--- src/rtl/uart_pkg.sv ---
// Shared types and defaults for the UART frame packer.
package uart_pkg;

  localparam logic [7:0] DEF_HEAD_BYTE = 8'hAA;
  localparam logic [7:0] DEF_TAIL_BYTE = 8'h55;

  typedef enum logic [2:0] {
    ST_IDLE,
    ST_HEAD,
    ST_LOAD,
    ST_WAIT_ACK,
    ST_WAIT_IDLE,
    ST_NEXT,
    ST_TAIL,
    ST_DONE
  } state_t;

  // Which kind of byte is currently in flight; decides the NEXT transition.
  typedef enum logic [1:0] {
    KIND_HEAD,
    KIND_DATA,
    KIND_TAIL
  } kind_t;

  // Per-frame options captured at sample acceptance.
  typedef struct packed {
    logic head;
    logic tail;
    logic zsub;
  } frame_opt_t;

endpackage

--- src/rtl/uart_ack_timer.sv ---
// Acknowledge timeout: load arms it, each tick counts one waiting cycle,
// expired rises once ACK_TO waiting cycles (including the current one) have elapsed.
module uart_ack_timer #(
  parameter int unsigned ACK_TO = 16
) (
  input  logic clock,
  input  logic reset,
  input  logic load,
  input  logic tick,
  output logic expired
);

  localparam int unsigned CNT_W = (ACK_TO > 1) ? $clog2(ACK_TO) : 1;

  logic [CNT_W-1:0] cnt;

  always_ff @(posedge clock) begin
    if (reset) begin
      cnt     <= '0;
      expired <= 1'b0;
    end else if (load) begin
      cnt     <= CNT_W'(ACK_TO - 1);
      expired <= (ACK_TO <= 1);
    end else if (tick && (cnt != '0)) begin
      cnt     <= cnt - CNT_W'(1);
      expired <= (cnt == CNT_W'(1));
    end
  end

endmodule

--- src/rtl/uart_frame_packer.sv ---
// Packs a sample word into an optional-header/tail byte frame and feeds it
// one byte at a time to a UART transmitter using a load/busy handshake.
module uart_frame_packer
  import uart_pkg::*;
#(
  parameter int unsigned DATA_W    = 32,
  parameter int unsigned NBYTES    = 3,
  parameter logic [7:0]  HEAD_BYTE = DEF_HEAD_BYTE,
  parameter logic [7:0]  TAIL_BYTE = DEF_TAIL_BYTE,
  parameter int unsigned ACK_TO    = 16
) (
  input  logic              clock,
  input  logic              reset,
  input  logic              sample_valid,
  output logic              sample_ready,
  input  logic [DATA_W-1:0] sample_data,
  input  logic              head_req,
  input  logic              tail_req,
  input  logic              zsub_en,
  output logic [7:0]        tx_data,
  output logic              tx_load,
  input  logic              tx_busy,
  output logic              send_done,
  output logic              ack_err
);

  localparam int unsigned IDX_W = (NBYTES > 1) ? $clog2(NBYTES) : 1;

  state_t            state, state_d;
  kind_t             kind, kind_d;
  logic [IDX_W-1:0]  idx, idx_d;
  logic [DATA_W-1:0] data_q, data_d;
  frame_opt_t        opt_q, opt_d;
  logic              ack_err_d;
  logic [7:0]        tx_data_d;
  logic              tx_load_d;
  logic              send_done_d;
  logic              sample_ready_d;
  logic              timer_load_c;
  logic              timer_tick_c;
  logic              timer_expired;

  // Data byte k (MSB-first) with optional zero substitution applied.
  function automatic logic [7:0] data_byte(input logic [DATA_W-1:0] d,
                                           input logic [IDX_W-1:0]  i,
                                           input logic              z);
    logic [DATA_W-1:0] sh;
    logic [7:0]        b;
    sh = d << (32'(i) * 32'd8);
    b  = sh[DATA_W-1 -: 8];
    if (z) begin
      if (d[DATA_W-1:8] == '0) begin
        b = 8'hFF;
      end else if ((i == IDX_W'(NBYTES - 1)) && (b == 8'h00)) begin
        b = 8'h01;
      end
    end
    return b;
  endfunction

  uart_ack_timer #(
    .ACK_TO (ACK_TO)
  ) u_ack_timer (
    .clock   (clock),
    .reset   (reset),
    .load    (timer_load_c),
    .tick    (timer_tick_c),
    .expired (timer_expired)
  );

  always_ff @(posedge clock) begin
    if (reset) begin
      state        <= ST_IDLE;
      kind         <= KIND_DATA;
      idx          <= '0;
      data_q       <= '0;
      opt_q        <= '0;
      ack_err      <= 1'b0;
      tx_data      <= 8'h00;
      tx_load      <= 1'b0;
      send_done    <= 1'b0;
      sample_ready <= 1'b1;
    end else begin
      state        <= state_d;
      kind         <= kind_d;
      idx          <= idx_d;
      data_q       <= data_d;
      opt_q        <= opt_d;
      ack_err      <= ack_err_d;
      tx_data      <= tx_data_d;
      tx_load      <= tx_load_d;
      send_done    <= send_done_d;
      sample_ready <= sample_ready_d;
    end
  end

  always_comb begin
    state_d      = state;
    kind_d       = kind;
    idx_d        = idx;
    data_d       = data_q;
    opt_d        = opt_q;
    ack_err_d    = ack_err;
    timer_load_c = 1'b0;
    timer_tick_c = 1'b0;

    case (state)
      ST_IDLE: begin
        if (sample_valid && sample_ready) begin
          data_d  = sample_data;
          opt_d   = '{head: head_req, tail: tail_req, zsub: zsub_en};
          idx_d   = '0;
          state_d = head_req ? ST_HEAD : ST_LOAD;
        end
      end
      ST_HEAD: begin
        kind_d       = KIND_HEAD;
        timer_load_c = 1'b1;
        state_d      = ST_WAIT_ACK;
      end
      ST_LOAD: begin
        kind_d       = KIND_DATA;
        timer_load_c = 1'b1;
        state_d      = ST_WAIT_ACK;
      end
      ST_TAIL: begin
        kind_d       = KIND_TAIL;
        timer_load_c = 1'b1;
        state_d      = ST_WAIT_ACK;
      end
      ST_WAIT_ACK: begin
        // A busy already asserted on entry is taken as the acknowledge.
        if (tx_busy) begin
          state_d = ST_WAIT_IDLE;
        end else if (timer_expired) begin
          ack_err_d = 1'b1;
          state_d   = ST_WAIT_IDLE;
        end else begin
          timer_tick_c = 1'b1;
        end
      end
      ST_WAIT_IDLE: begin
        if (!tx_busy) state_d = ST_NEXT;
      end
      ST_NEXT: begin
        case (kind)
          KIND_HEAD: begin
            idx_d   = '0;
            state_d = ST_LOAD;
          end
          KIND_DATA: begin
            if (idx < IDX_W'(NBYTES - 1)) begin
              idx_d   = idx + IDX_W'(1);
              state_d = ST_LOAD;
            end else begin
              state_d = opt_q.tail ? ST_TAIL : ST_DONE;
            end
          end
          default: state_d = ST_DONE;
        endcase
      end
      ST_DONE: state_d = ST_IDLE;
      default: state_d = ST_IDLE;
    endcase
  end

  // Outputs are registered copies of what the next state presents.
  always_comb begin
    tx_data_d      = tx_data;
    tx_load_d      = 1'b0;
    send_done_d    = (state_d == ST_DONE);
    sample_ready_d = (state_d == ST_IDLE);
    case (state_d)
      ST_HEAD: begin
        tx_data_d = HEAD_BYTE;
        tx_load_d = 1'b1;
      end
      ST_LOAD: begin
        tx_data_d = data_byte(data_d, idx_d, opt_d.zsub);
        tx_load_d = 1'b1;
      end
      ST_TAIL: begin
        tx_data_d = TAIL_BYTE;
        tx_load_d = 1'b1;
      end
      default: ;
    endcase
  end

endmodule

--- config.mk ---
export PLATFORM = sky130hd
export DESIGN_NAME = uart_frame_packer
export DESIGN_NICKNAME = d
export VERILOG_FILES = /design/src/rtl/uart_pkg.sv /design/src/rtl/uart_ack_timer.sv /design/src/rtl/uart_frame_packer.sv
export SDC_FILE = /design/constraint.sdc
export NUM_CORES = 1
export LEC_CHECK = 0
export BUFFER_PORTS_ARGS = -buffer_cell sky130_fd_sc_hd__buf_2
export CAP_MARGIN = 10
export CORE_UTILIZATION = 60
export CTS_CLUSTER_DIAMETER = 60
export DETAILED_ROUTE_END_ITERATION = 10
export MAX_ROUTING_LAYER = met4
export PLACE_DENSITY = 0.94
export SLEW_MARGIN = 20
export SYNTH_ARGS = -nofsm -noshare
export SYNTH_HDL_FRONTEND = slang
export SYNTH_SLANG_ARGS = --single-unit
--- constraint.sdc ---
create_clock -name clock -period 5.14 [get_ports clock]
set_clock_uncertainty 0.15 [all_clocks]
set_input_delay 0 -clock clock [delete_from_list [all_inputs] [get_ports clock]]
set_output_delay 0 -clock clock [all_outputs]
set_load 0.005 [all_outputs]
==> flow_results.xml <==
<?xml version="1.0" encoding="UTF-8"?>
<metrics>
  <group name="logic_synthesis">
    <metric name="async_set_reset_flop_share_out_of_synthesis" unit="">0</metric>
    <metric name="post_synth_num_cell_types" unit="">60</metric>
    <metric name="ys_warn_count" unit="">0</metric>
    <metric name="synth_seq_area_share" unit="">0.3821</metric>
    <metric name="mappedNetlistArea" unit="sq mm">0.003039</metric>
    <metric name="synth_top_flop_cell" unit="">sky130_fd_sc_hd__dfxtp_1</metric>
    <metric name="netlist_instances" unit="">373</metric>
    <metric name="synthesis.area_per_instance" unit="sq um">8.148</metric>
    <metric name="synth_seq_cells" unit="">58</metric>
    <metric name="synth_enable_flop_cells" unit="">0</metric>
    <metric name="mappedNetlistNets" unit="">415</metric>
  </group>
  <group name="sta">
    <metric name="number_of_pins_exceeding_their_max_slew_limit_in_the_final_report" unit="">0</metric>
    <metric name="fin_crit_period" unit="ps">3109</metric>
    <metric name="max_freq" unit="MHz">321.7</metric>
    <metric name="rsz0062_at_grt" unit="">no</metric>
    <metric name="tns" unit="ps">0</metric>
    <metric name="timing_hold_violations_final" unit="">0</metric>
    <metric name="report.final.setup_viol" unit="">0</metric>
    <metric name="worst_pin_slew" unit="ps">1046</metric>
    <metric name="slew_headroom" unit="">0.3026</metric>
    <metric name="timing.final.crit_share" unit="">0.6048</metric>
  </group>
  <group name="outcome">
    <metric name="outcome" unit="">finished clean</metric>
  </group>
  <group name="placement">
    <metric name="place_area" unit="sq mm">0.003279</metric>
    <metric name="placedCellCount" unit="">470</metric>
    <metric name="portBuffers" unit="">50</metric>
    <metric name="dpl.hpwl" unit="um">5567</metric>
    <metric name="gpl.final_weighted_congestion" unit="">0.9497</metric>
  </group>
  <group name="cells_and_area">
    <metric name="layout-drive-gt1-share" unit="">0.1846</metric>
    <metric name="area_delta_synth_final" unit="%">25.15</metric>
    <metric name="final_common_cell" unit="">sky130_fd_sc_hd__nand2_1</metric>
    <metric name="finalNetCount" unit="">492</metric>
    <metric name="final_cell_area" unit="sq mm">0.003804</metric>
    <metric name="post-route-util" unit="">0.7948</metric>
    <metric name="antennaDiodeCount" unit="">0</metric>
    <metric name="mostFrequentLayoutCells" unit="">68 x sky130_fd_sc_hd__nand2_1, 58 x sky130_fd_sc_hd__dfxtp_1, 50 x sky130_fd_sc_hd__buf_2, 42 x sky130_fd_sc_hd__a21oi_1, 36 x sky130_fd_sc_hd__dlygate4sd3_1</metric>
    <metric name="fin_cells" unit="">522</metric>
  </group>
  <group name="global_route">
    <metric name="globalRoute.busiestLayer" unit="">met2</metric>
    <metric name="grt_start_max_net_pins" unit="">59</metric>
    <metric name="via_count_of_the_first_global_routing_pass" unit="">3091</metric>
    <metric name="grt_first_pass_wirelength" unit="um">14610</metric>
    <metric name="grt_use_met3" unit="">0.07735</metric>
    <metric name="antenna_found_initial" unit="">0</metric>
    <metric name="grt_remaining_overflow" unit="">0</metric>
    <metric name="grtUsageMet2" unit="">0.5813</metric>
    <metric name="gr-usage-all-layers" unit="">0.3784</metric>
    <metric name="use_met1" unit="">0.4576</metric>
  </group>
  <group name="die">
    <metric name="die_w" unit="um">73.17</metric>
    <metric name="row_count" unit="">25</metric>
    <metric name="floorplan.die.height" unit="um">73.17</metric>
    <metric name="dieArea" unit="sq mm">0.005354</metric>
    <metric name="initial_utilization" unit="">0.6350</metric>
    <metric name="coreArea" unit="sq mm">0.004786</metric>
    <metric name="ios" unit="">51</metric>
  </group>
  <group name="critical_path">
    <metric name="criticalPathCategory" unit="">register to register</metric>
    <metric name="regToRegSetupSlack" unit="ps">2030</metric>
    <metric name="worst-endpoint-arrival" unit="ps">3180</metric>
    <metric name="max_stage_delay" unit="ps">630</metric>
    <metric name="crit_fanout" unit="">14</metric>
    <metric name="worst_path_dominant_cell_family" unit="">simple AND/OR/NAND/NOR gates</metric>
    <metric name="cp.buffers_inverters" unit="">0</metric>
    <metric name="worst_ep_required_time" unit="ps">5210</metric>
    <metric name="timing.critical_path.cells" unit="">nand4bb_1 -&gt; nor2_2 -&gt; nand2_1 -&gt; nand3_1 -&gt; a31oi_1 -&gt; a21boi_1</metric>
    <metric name="endpoint_kind" unit="">register</metric>
    <metric name="cpMaxStageDelayCell" unit="">sky130_fd_sc_hd__nor2_2</metric>
    <metric name="crit_path_start_kind" unit="">register</metric>
  </group>
  <group name="clock_network">
    <metric name="cts_tree" unit="">yes</metric>
    <metric name="cts_max_level" unit="">3</metric>
    <metric name="clk_root_buffer_cell" unit="">sky130_fd_sc_hd__clkbuf_8</metric>
    <metric name="cts_resized" unit="">0</metric>
    <metric name="clock_tree.buffer_depth" unit="">2</metric>
    <metric name="tritoncts_num_sinks" unit="">58</metric>
    <metric name="clock_slew_seen_by_the_registers_of_the_worst_setup_and_hold_paths" unit="ps">60</metric>
    <metric name="numCtsBuffers" unit="">9</metric>
    <metric name="clk_latency" unit="ps">360</metric>
  </group>
  <group name="worst_hold_path">
    <metric name="min-delay-path-class" unit="">input pin to register</metric>
  </group>
  <group name="power">
    <metric name="power.net_switching" unit="uW">597.1</metric>
    <metric name="pwr_density_cell" unit="mW/mm^2">411.7</metric>
    <metric name="sw_frac_of_total" unit="">0.3814</metric>
    <metric name="share_clk_of_total_power" unit="">0.234</metric>
    <metric name="share_seq_of_total_power" unit="">0.408</metric>
    <metric name="power.combinational.fraction" unit="">0.358</metric>
    <metric name="power.leakage" unit="uW">0.001481</metric>
    <metric name="ir_drop_worst_case_vdd" unit="mV">0.2614</metric>
    <metric name="internal_power" unit="uW">968.7</metric>
  </group>
  <group name="detailed_routing">
    <metric name="drtIter0Drc" unit="">413</metric>
    <metric name="via_total_after_detailed_routing" unit="">3306</metric>
    <metric name="ant_nets" unit="">0</metric>
    <metric name="drt_pass1_iterations" unit="">6</metric>
    <metric name="viasPerCell" unit="">6.333</metric>
    <metric name="drt_wl_total" unit="um">9187</metric>
    <metric name="route.detailed.drc" unit="">0</metric>
    <metric name="detail_route.wl_per_cell" unit="um">17.60</metric>
  </group>
  <group name="flow_run">
    <metric name="maxCapViolCount" unit="">0</metric>
  </group>
</metrics>
## synthesized netlist by cell type (all sizes together) (4+ instances only)
library cell	n	area (sq um)
a211oi	12	95.09
a21oi	42	210.2
a221oi	4	41.29
a31oi	8	50.05
and3	6	37.54
buf	12	73.81
clkbuf	10	37.54
dfxtp	58	1161
inv	15	56.30
mux2	5	63.81
mux2i	5	50.05
nand2	68	255.2
nand3	9	45.04
nor2	27	101.4
nor3	9	45.04
nor4	12	75.07
o21ai	10	50.05
o221ai	7	61.31
## final timing paths
path | from | to | cells after the start
setup / recovery | state[0] | tx_data[3] | 6
hold reg to reg | data_q[5] | data_q[5] | 2
hold / removal | reset | state[0] | 2
setup reg to reg | state[0] | tx_data[3] | 6
## layer usage
layer	part of all wire	vias to the layer above
met4	0.040	0
met2	0.48	230
li1	-	1517
met1	0.39	1509
met5	0	-
met3	0.093	50
## through the flow
stage / setup slack, ps / hold slack (ps) / total power (uW)
final: 2031 / 174.6 / 1566
after global placement: 2245 / 91.31 / 1136
after floorplan: 2639 / -14.04 / 1010
after detailed placement: 2156 / 99.33 / 1155
after CTS: 2131 / 147.8 / 1534
after global routing: 1859 / 230.9 / 1645
## sequential cells by signal, summed over array words and instances, names as in the netlist, 2 cells and up
name and cells:
data_q 32, state 3, idx 2, tx_data 8, u_ack_timer.cnt 4, kind 2, opt_q 2
## power by group through the flow
| stage | Combinational (uW) | Clock [uW] | Sequential (uW) |
|---|---|---|---|
| 3_5_place_dp | 513 | 0 | 642 |
| 2_1_floorplan | 397 | 0 | 613 |
| 6_report | 561 | 367 | 638 |
| 3_3_place_gp | 500 | 0 | 636 |
| 4_1_cts | 537 | 364 | 633 |
| 5_1_grt | 609 | 385 | 650 |
## final cells by class
cell class | instances | area (sq um)
multi-input cells | 278 | 1713
flip-flops and latches | 58 | 1161
fillers | 326 | 982.2
repair buffers | 88 | 625.6
clock buffers | 13 | 148.9
well taps | 67 | 83.83
inverters | 15 | 56.30
clock inverters | 3 | 15.01
## kinds of logic (layout without fill, tap and decap cells)
family,after synthesis,after routing,synth area share
AO/OA/AOI/OAI,108,108,0.2487
XOR/XNOR,3,3,0.008647
adder cells (fa/ha/maj),3,3,0.01235
buffers and inverters,37,119,0.05516
flip-flops,58,58,0.3820
multiplexers,10,10,0.03746
AND/OR/NAND/NOR,154,154,0.2557
## repair_timing
| action | in CTS | in global routing |
|---|---|---|
| setup endpoints to repair | 0 | 0 |
| buffers inserted | 0 | 0 |
| endpoints found under the hold margin | 39 | 0 |
| hold buffers | 36 | 0 |
No activity file was read; power rests on OpenSTA's default activity.
